--- src/rtl/miner_pkg.sv ---
// Shared types and defaults for the nonce-search controller.
package miner_pkg;
    localparam int MC_NONCE_W = 32;
    localparam int MC_HASH_W  = 256;
    localparam int MC_TIMEOUT = 1024;

    typedef enum logic [2:0] {
        ST_IDLE,
        ST_ISSUE,
        ST_WAIT,
        ST_CHECK,
        ST_NEXT,
        ST_FOUND,
        ST_EXHAUSTED,
        ST_ABORT
    } mc_state_t;

    // Resting states accept a new job and keep busy low
    function automatic logic is_resting(mc_state_t s);
        return (s == ST_IDLE) || (s == ST_FOUND) || (s == ST_EXHAUSTED);
    endfunction
endpackage

--- src/rtl/mining_controller_if.sv ---
// Handshake between the search controller and the hashing module.
interface mining_controller_if #(
    parameter int NONCE_W = miner_pkg::MC_NONCE_W,
    parameter int HASH_W  = miner_pkg::MC_HASH_W
);
    logic               begin_hash;
    logic               quit_hash;
    logic [NONCE_W-1:0] nonce;
    logic               hash_done;
    logic [HASH_W-1:0]  hash_in;

    modport master (
        output begin_hash, quit_hash, nonce,
        input  hash_done, hash_in
    );

    modport slave (
        input  begin_hash, quit_hash, nonce,
        output hash_done, hash_in
    );
endinterface

--- src/rtl/mc_wait_timer.sv ---
// Clear/enable up-counter flagging the last permitted WAIT cycle.
module mc_wait_timer #(
    parameter int TIMEOUT = miner_pkg::MC_TIMEOUT
) (
    input  logic clk,
    input  logic rst,
    input  logic clr,
    input  logic en,
    output logic tc
);
    localparam int CW = $clog2(TIMEOUT + 1);

    logic [CW-1:0] cnt_q, cnt_d;

    always_comb begin
        cnt_d = cnt_q;
        if (clr)
            cnt_d = '0;
        else if (en)
            cnt_d = cnt_q + CW'(1);
    end

    always_ff @(posedge clk) begin
        if (rst)
            cnt_q <= '0;
        else
            cnt_q <= cnt_d;
    end

    assign tc = (cnt_q == CW'(TIMEOUT - 1));
endmodule

--- src/rtl/mining_controller.sv ---
// Nonce-search sequencer: issues one hash per nonce until hit, wrap,
// timeout or abort.
module mining_controller
    import miner_pkg::*;
#(
    parameter int NONCE_W = MC_NONCE_W,
    parameter int HASH_W  = MC_HASH_W,
    parameter int TIMEOUT = MC_TIMEOUT
) (
    input  logic               clk,
    input  logic               rst,
    input  logic               start_mine,
    input  logic               abort,
    input  logic [NONCE_W-1:0] nonce_start,
    input  logic [HASH_W-1:0]  target,
    mining_controller_if.master hif,
    output logic               busy,
    output logic               found,
    output logic               exhausted,
    output logic               timeout_err,
    output logic [NONCE_W-1:0] golden_nonce
);
    mc_state_t state_q, state_d;

    logic [NONCE_W-1:0] nonce_q, nonce_d;
    logic [NONCE_W-1:0] golden_q, golden_d;
    logic [HASH_W-1:0]  target_q, target_d;
    logic [HASH_W-1:0]  hash_q, hash_d;
    logic begin_q, begin_d;
    logic quit_q, quit_d;
    logic busy_q, busy_d;
    logic found_q, found_d;
    logic exh_q, exh_d;
    logic terr_q, terr_d;
    logic tmr_tc;

    mc_wait_timer #(.TIMEOUT(TIMEOUT)) u_timer (
        .clk (clk),
        .rst (rst),
        .clr (state_q == ST_ISSUE),
        .en  (state_q == ST_WAIT),
        .tc  (tmr_tc)
    );

    always_comb begin
        state_d  = state_q;
        nonce_d  = nonce_q;
        golden_d = golden_q;
        target_d = target_q;
        hash_d   = hash_q;
        found_d  = found_q;
        exh_d    = exh_q;
        terr_d   = terr_q;

        unique case (state_q)
            ST_IDLE, ST_FOUND, ST_EXHAUSTED: begin
                if (start_mine) begin
                    nonce_d  = nonce_start;
                    target_d = target;
                    found_d  = 1'b0;
                    exh_d    = 1'b0;
                    terr_d   = 1'b0;
                    state_d  = ST_ISSUE;
                end
            end
            ST_ISSUE: state_d = ST_WAIT;
            ST_WAIT: begin
                if (hif.hash_done) begin
                    hash_d  = hif.hash_in;
                    state_d = ST_CHECK;
                end else if (tmr_tc) begin
                    terr_d  = 1'b1;
                    state_d = ST_ABORT;
                end
            end
            ST_CHECK: begin
                if (hash_q < target_q) begin
                    golden_d = nonce_q;
                    found_d  = 1'b1;
                    state_d  = ST_FOUND;
                end else if (&nonce_q) begin
                    exh_d   = 1'b1;
                    state_d = ST_EXHAUSTED;
                end else begin
                    state_d = ST_NEXT;
                end
            end
            ST_NEXT: begin
                nonce_d = nonce_q + NONCE_W'(1);
                state_d = ST_ISSUE;
            end
            ST_ABORT: state_d = ST_IDLE;
            default:  state_d = ST_IDLE;
        endcase

        // Abort wins over everything, including a same-cycle hit
        if (abort && !is_resting(state_q) && state_q != ST_ABORT) begin
            state_d = ST_ABORT;
            hash_d  = hash_q;
            found_d = found_q;
            exh_d   = exh_q;
            terr_d  = terr_q;
            golden_d = golden_q;
            nonce_d = nonce_q;
        end

        begin_d = (state_d == ST_ISSUE);
        quit_d  = (state_d == ST_ABORT);
        busy_d  = !is_resting(state_d);
    end

    always_ff @(posedge clk) begin
        if (rst) begin
            state_q  <= ST_IDLE;
            nonce_q  <= '0;
            golden_q <= '0;
            target_q <= '0;
            hash_q   <= '0;
            begin_q  <= 1'b0;
            quit_q   <= 1'b0;
            busy_q   <= 1'b0;
            found_q  <= 1'b0;
            exh_q    <= 1'b0;
            terr_q   <= 1'b0;
        end else begin
            state_q  <= state_d;
            nonce_q  <= nonce_d;
            golden_q <= golden_d;
            target_q <= target_d;
            hash_q   <= hash_d;
            begin_q  <= begin_d;
            quit_q   <= quit_d;
            busy_q   <= busy_d;
            found_q  <= found_d;
            exh_q    <= exh_d;
            terr_q   <= terr_d;
        end
    end

    assign hif.begin_hash = begin_q;
    assign hif.quit_hash  = quit_q;
    assign hif.nonce      = nonce_q;
    assign busy           = busy_q;
    assign found          = found_q;
    assign exhausted      = exh_q;
    assign timeout_err    = terr_q;
    assign golden_nonce   = golden_q;
endmodule

--- src/flat_wrapper.sv ---
// flat-port wrapper written by rule: the top's interface ports become plain ports
module mining_controller_flat import miner_pkg::*;
#(
    parameter int NONCE_W = MC_NONCE_W,
    parameter int HASH_W  = MC_HASH_W,
    parameter int TIMEOUT = MC_TIMEOUT
)
  (clk, rst, start_mine, abort, nonce_start, target, busy, found, exhausted, timeout_err, golden_nonce, hif_begin_hash, hif_quit_hash, hif_nonce, hif_hash_done, hif_hash_in);
  mining_controller_if #(.NONCE_W(NONCE_W), .HASH_W(HASH_W)) hif_i ();
  input  logic clk;
  input  logic rst;
  input  logic start_mine;
  input  logic abort;
  input  logic [NONCE_W-1:0] nonce_start;
  input  logic [HASH_W-1:0] target;
  output logic busy;
  output logic found;
  output logic exhausted;
  output logic timeout_err;
  output logic [NONCE_W-1:0] golden_nonce;
  output wire logic [$bits(hif_i.begin_hash)-1:0] hif_begin_hash;
  output wire logic [$bits(hif_i.quit_hash)-1:0] hif_quit_hash;
  output wire logic [$bits(hif_i.nonce)-1:0] hif_nonce;
  input wire logic [$bits(hif_i.hash_done)-1:0] hif_hash_done;
  input wire logic [$bits(hif_i.hash_in)-1:0] hif_hash_in;
  assign hif_begin_hash = hif_i.begin_hash;
  assign hif_quit_hash = hif_i.quit_hash;
  assign hif_nonce = hif_i.nonce;
  assign hif_i.hash_done = hif_hash_done;
  assign hif_i.hash_in = hif_hash_in;
  mining_controller #(.NONCE_W(NONCE_W), .HASH_W(HASH_W), .TIMEOUT(TIMEOUT)) u_core (.clk(clk), .rst(rst), .start_mine(start_mine), .abort(abort), .nonce_start(nonce_start), .target(target), .hif(hif_i), .busy(busy), .found(found), .exhausted(exhausted), .timeout_err(timeout_err), .golden_nonce(golden_nonce));
endmodule
--- config.mk ---
export PLATFORM = sky130hd
export DESIGN_NAME = mining_controller_flat
export DESIGN_NICKNAME = d
export VERILOG_FILES = /design/src/rtl/miner_pkg.sv /design/src/rtl/mining_controller_if.sv /design/src/rtl/mc_wait_timer.sv /design/src/rtl/mining_controller.sv /design/src/flat_wrapper.sv
export SDC_FILE = /design/constraint.sdc
export NUM_CORES = 2
export LEC_CHECK = 0
export ABC_AREA = 1
export CAP_MARGIN = 15
export CORE_UTILIZATION = 30
export DETAILED_ROUTE_END_ITERATION = 8
export PLACE_DENSITY = 0.51
export SKIP_LAST_GASP = 1
export SYNTH_ARGS = -nofsm -noshare
export SYNTH_HDL_FRONTEND = slang
export SYNTH_SLANG_ARGS = --single-unit
--- constraint.sdc ---
create_clock -name clk -period 3.3 [get_ports clk]
set_clock_uncertainty 0.2 [all_clocks]
set_input_delay 0.66 -clock clk [delete_from_list [all_inputs] [get_ports clk]]
set_output_delay 0.66 -clock clk [all_outputs]
set_load 0.005 [all_outputs]
## Word level (Yosys, flattened, before mapping)

Index checks and enable logic that the tools add are counted.

- Memories kept: 0
- Bits in writable memories: 0
- Memory bits (read-only): 0
- Register bits: 596
- Logic and storage cells: 76
- Latch bits: 0
- Output and inout bits: 70

- Reductions and logical operators: 23
- Order comparisons: 1
- Muxes and demuxes: 18
- Multiply operators: 0
- Bitwise logic cells: 1
- Shifts and indexed selects: 0
- Add/subtract/negate cells: 2
- Div/mod/pow operators: 0
- Equality and inequality tests: 19

Operators by type and width:

| cell | count |
|---|---|
| 256-bit < comparator | 1 |
| 32-bit one-hot mux with 2 select lines | 1 |
| 32-bit by 1-bit adder with 32-bit output (second input constant) | 1 |
| 32-bit two-way mux | 1 |
| 32-bit AND reduction | 1 |
| 3-bit equality test (second input constant) | 7 |
| 3-bit one-hot mux with 6 select lines | 1 |
| 3-bit two-way mux | 5 |
| 11-bit by 1-bit adder with 11-bit output (second input constant) | 1 |
| 11-bit by 10-bit equality test with 1-bit output (second input constant) | 1 |
| 5-bit AND reduction | 2 |
| 3-bit AND reduction | 3 |
| 3-bit by 1-bit equality test with 1-bit output (second input constant) | 2 |
| 3-bit by 2-bit equality test with 1-bit output (second input constant) | 2 |
| 3-bit zero test | 2 |
| 1-bit two-way mux | 6 |
| 2-bit by 1-bit inequality test with 1-bit output (second input constant) | 3 |
| 2-bit inequality test (second input constant) | 3 |
| 1-bit one-hot mux with 2 select lines | 3 |
| 2-bit nonzero test | 3 |
| 1-bit logical OR | 4 |
| 4-bit AND reduction | 1 |
| 3-bit inequality test (second input constant) | 1 |
| 3-bit OR reduction | 1 |
| 6 further kinds | 8 |

## Depth between registers and ports, before layout

- Depth in word-level cells: 11
- Depth in mapped cells: 24
- Gate-level depth less buffers: 24

## Hierarchy

From an unflattened synthesis, not the netlist that was laid out.

- Cell total of the unflattened synthesis: 3,625
- Area total of the unflattened synthesis: 27,536.4 sq um

By module, submodules not included:

| module | instances | seq. area each (sq um) | area each (sq um) | cells each |
|---|---|---|---|---|
| mining_controller | 1 | 11,711.2 | 27,003.4 | 3,552 |
| mc_wait_timer | 1 | 220.2 | 533.0 | 73 |

## Worst setup path before layout

Ideal clock, no wire load.

- Path kind: reg-to-reg
- From: reg u_core.target_q[253]
- To: reg u_core.golden_q[2] (netlist: u_core.golden_nonce[2])
- Period minus slack after synthesis: 2.379 ns
- Cell stages (with the launch flop): 18
- Library setup time: 0.128 ns
- Setup slack: 0.921 ns
- Arrival time: 2.052 ns
- Cell sequence: dfxtp_1 -> inv_1 -> ha_1 -> nand2_1 -> inv_1 -> o21ai_1 -> nand2_1 -> a41oi_1 -> nand2_1 -> a21oi_1 -> nand2_1 -> a21oi_1 -> nand3_2 -> inv_2 -> nand2_4 -> buf_2 -> a21oi_1 -> nor2_1

- Cells in the longest elaborated chain, start to end: 2

RTL lines:

| item | RTL line | source |
|---|---|---|
| start, declared | mining_controller.sv:27 | `logic [HASH_W-1:0] target_q, target_d;` |
| start signal, assigned | mining_controller.sv:129 | `target_q <= target_d;` |
| 256-bit < comparator | mining_controller.sv:77 | `if (hash_q < target_q) begin` |
| 3-bit AND reduction (no source line) | - |  |
| end signal, assigned | mining_controller.sv:128 | `golden_q <= golden_d;` |
| end, declared | mining_controller.sv:26 | `logic [NONCE_W-1:0] golden_q, golden_d;` |

No other way between the ends.
A chain may end at the register's enable or synchronous reset.

## Worst setup path in the final report

- From: reg u_core.target_q[91]
- To: reg u_core.golden_q[11] (netlist: u_core.golden_nonce[11])

Same word-level chain as after synthesis.

==> key figures <==
Final layout
  – Multi-input gate area: 13630 um^2
  – Final layout net count: 4990
  – Share of layout cells above drive strength 1: 0.05832
  – Post-Layout Cell Count: 5424
  – Area grow syn2layout: 37.58%
  – Sequential Area: 11930 um^2
  – # fillers: 9333

Floorplan
  – Standard-cell rows: 110
  – Initial Utilization: 0.3050
  – Die Area: 93300 um^2
  – Die X: 305.5 um
  – Chip height: 305.5 um
  – Core box area: 90560 um^2
  – I/O Pins: 619

Detailed routing
  – DRC Markers: 0
  – Initial DRT Pass Iterations: 5
  – Routed vias/inst: 4.660
  – Via count: 25277
  – Routed wire length: 93270 um
  – Initial DRC count: 1317
  – Final ANT Viol Nets: 0
  – Routed len/inst: 17.20 um

STA
  – Slew HR: 0.4815
  – Setup TNS: 0 ns
  – Final Hold Vio Count: 0
  – Highest clock rate: 0.3248 GHz
  – Crit path time final: 3.079 ns
  – Crit share post-route: 0.9331
  – Max-slew violations: 0
  – Worst-margin pin slew: 0.7777 ns
  – Endpoints failing setup: 0

Global routing
  – First-pass GRT wire length: 142500 um
  – Largest net degree at the start of global routing: 104
  – Initial antenna violation count: 23
  – Vias in the first global route: 24855
  – Global-route usage over all layers: 0.1946
  – Global route overflow: 0

Clock tree
  – Clock Path Buffers: 3
  – Clk root buf: clkbuf_16
  – Clock-pin slew of the registers on the worst-case setup and hold paths: 0.06 ns
  – CTS sink count: 596
  – CTS tree: done
  – Number of hold buffers added after cts: 0
  – Clock latency on the worst-skew pair: 0.61 ns
  – Total CTS buffers: 72
  – Htree depth: 3

Yosys
  – Yosys cell types: 49
  – Synthesized cell area: 27630 um^2
  – Synth Area in Adders: 0.1171
  – Ys Warns: 0
  – Largest family of logic cells by synthesized area: compound AO/OA/AOI/OAI gates
  – Avg Cell Area, Syn: 7.629 um^2
  – Ys flop type: dfxtp_1
  – Post-Synth XOR/XNOR Area: 0.006658
  – Multiplexer area fraction after synthesis: 0
  – Simple-gate share of the synthesized area: 0.1654
  – Synth Net Count: 4428
  – Synth Area in Compound Gates: 0.1987
  – FF+latch count, synth: 596
  – Sequential element share of the synthesized area: 0.4319
  – Post-synth ARST share: 0
  – Number of synthesized flops with an enable pin: 0
  – Syn Inst Count: 3621

Critical path
  – Crit-path max FO: 8
  – Critical Path Start Type: flip-flop
  – Worst EP required: 3.56 ns
  – CP Capture Type: flip-flop
  – Crit Path Class: reg -> reg
  – Crit path arrival time: 3.34 ns

Job
  – Max Cap Viol: 0

Placed design
  – RD Place Congestion: 0.8465
  – IO buf count: 618
  – Placed Cells: 5277
  – DP HPWL: 69630 um

Power
  – PD cells: 795.0 nW/um^2
  – P_leak: 15.36 nW
  – Peak supply drop: 0.0003968 V

Status
  – Status: complete, no violations

Worst hold path
  – Min-delay worst type: reg -> reg
-- through the flow --
step                        util  instance area [um^2]  setup WS [ns]  hold WS, ns  total power, W
final                     0.4197                 38010         0.2209       0.2497         0.03021
after global routing      0.4195                 37990      -0.003177       0.2646         0.03281
after CTS                 0.4163                 37700        0.02232       0.2528         0.03041
after detailed placement  0.3893                 35250        -0.1132       0.2433         0.02202
after global placement    0.3893                 35250        -0.1531       0.2391         0.02189
after floorplan                -                 27630         0.9206       0.2292         0.01781
-- timing repair --
item,CTS,global route
setup buffers,0,2
gates cloned,0,6
endpoints found under the setup margin,30,34
pin swaps,1,10
resized for setup,4,27
-- report_power, final --
group	internal (W)	switching, W
combinational	0.00475	0.00712
clock	0.00493	0.00326
sequential	0.00924	0.000918
-- final timing paths --
| path | from | to | slack, ns | cells after the start |
|---|---|---|---|---|
| hold reg to reg | u_core.exhausted | u_core.exhausted | 0.25 | 2 |
| setup reg to reg | u_core.target_q[91] | u_core.golden_nonce[11] | 0.22 | 15 |
| hold / removal | u_core.exhausted | u_core.exhausted | 0.25 | 2 |
| setup / recovery | u_core.target_q[91] | u_core.golden_nonce[11] | 0.22 | 15 |
-- kinds of logic after synthesis --
group                      after synthesis
and+or+nand+nor                       1100
adders and majority gates              258
xor gates and xnor gates                21
buffers and inverters                  569
AOI/OAI and AO/OA                     1077
DFF                                    596
-- sequential cells by signal, indices dropped and copies added, names as in the netlist, 3 cells and up --
name	cells
u_core.state_q	3
u_core.u_timer.cnt_q	11
u_core.target_q	256
u_core.hif.nonce	32
u_core.hash_q	256
u_core.golden_nonce	32
-- layer usage --
| metal | GRT usage | wire length (um) | part of all wire | vias to the layer above |
|---|---|---|---|---|
| li1 | - | - | - | 13133 |
| met1 | 0.2448 | 41640 | 0.45 | 11390 |
| met2 | 0.3261 | 43600 | 0.47 | 609 |
| met3 | 0.04472 | 5771 | 0.062 | 123 |
| met4 | 0.06498 | 2122 | 0.023 | 22 |
| met5 | 0 | 136 | 0.0015 | - |
-- cell usage in the layout (no fill, tap or decap), drive strengths merged, types with 36 or more instances in the layout --
cell           instances
nor2                 696
nand2                269
inv                  378
ha                   257
a21oi                445
dfxtp                596
clkbuf               111
clkdlybuf4s50        617
nand3                 43
o21ai                597
buf                   61
nand4                 36
-- synth_stat cells, types with 7 or more instances --
library cell / instances / area share
a21oi_1: 443 / 0.080
buf_2: 43 / 0.0078
clkbuf_1: 147 / 0.020
dfxtp_1: 596 / 0.43
ha_1: 257 / 0.12
inv_1: 366 / 0.050
nand2_1: 259 / 0.035
nand2_2: 7 / 0.0016
nand3_1: 41 / 0.0074
nand4_1: 34 / 0.0077
nor2_1: 689 / 0.094
nor3_1: 28 / 0.0051
o21ai_0: 589 / 0.11
o21ai_1: 8 / 0.0014
xor2_1: 21 / 0.0067
-- layout make-up --
class | count | area share
clock inverters | 20 | 0.007407
diodes | 13 | 0.0008559
multi-input cells | 2457 | 0.3587
clock buffers | 106 | 0.05662
flip-flops and latches | 596 | 0.3139
well taps | 1176 | 0.03871
repair buffers | 683 | 0.1863
inverters | 373 | 0.03743
-- worst max-delay path, stage by stage, from the launching register on --
cell and delay, ns:
dfxtp_1 0.30, inv_1 0.05, ha_1 0.30, nand4_1 0.20, nor4_1 0.54, and3_1 0.32
nand2_1 0.09, nand2_2 0.10, nand2_2 0.09, nand3_4 0.12, inv_8 0.07, nand2_8 0.13
clkbuf_16 0.18, nor2_1 0.05, a21oi_1 0.12, nor2_1 0.05
(Power assumes the default switching activity.)
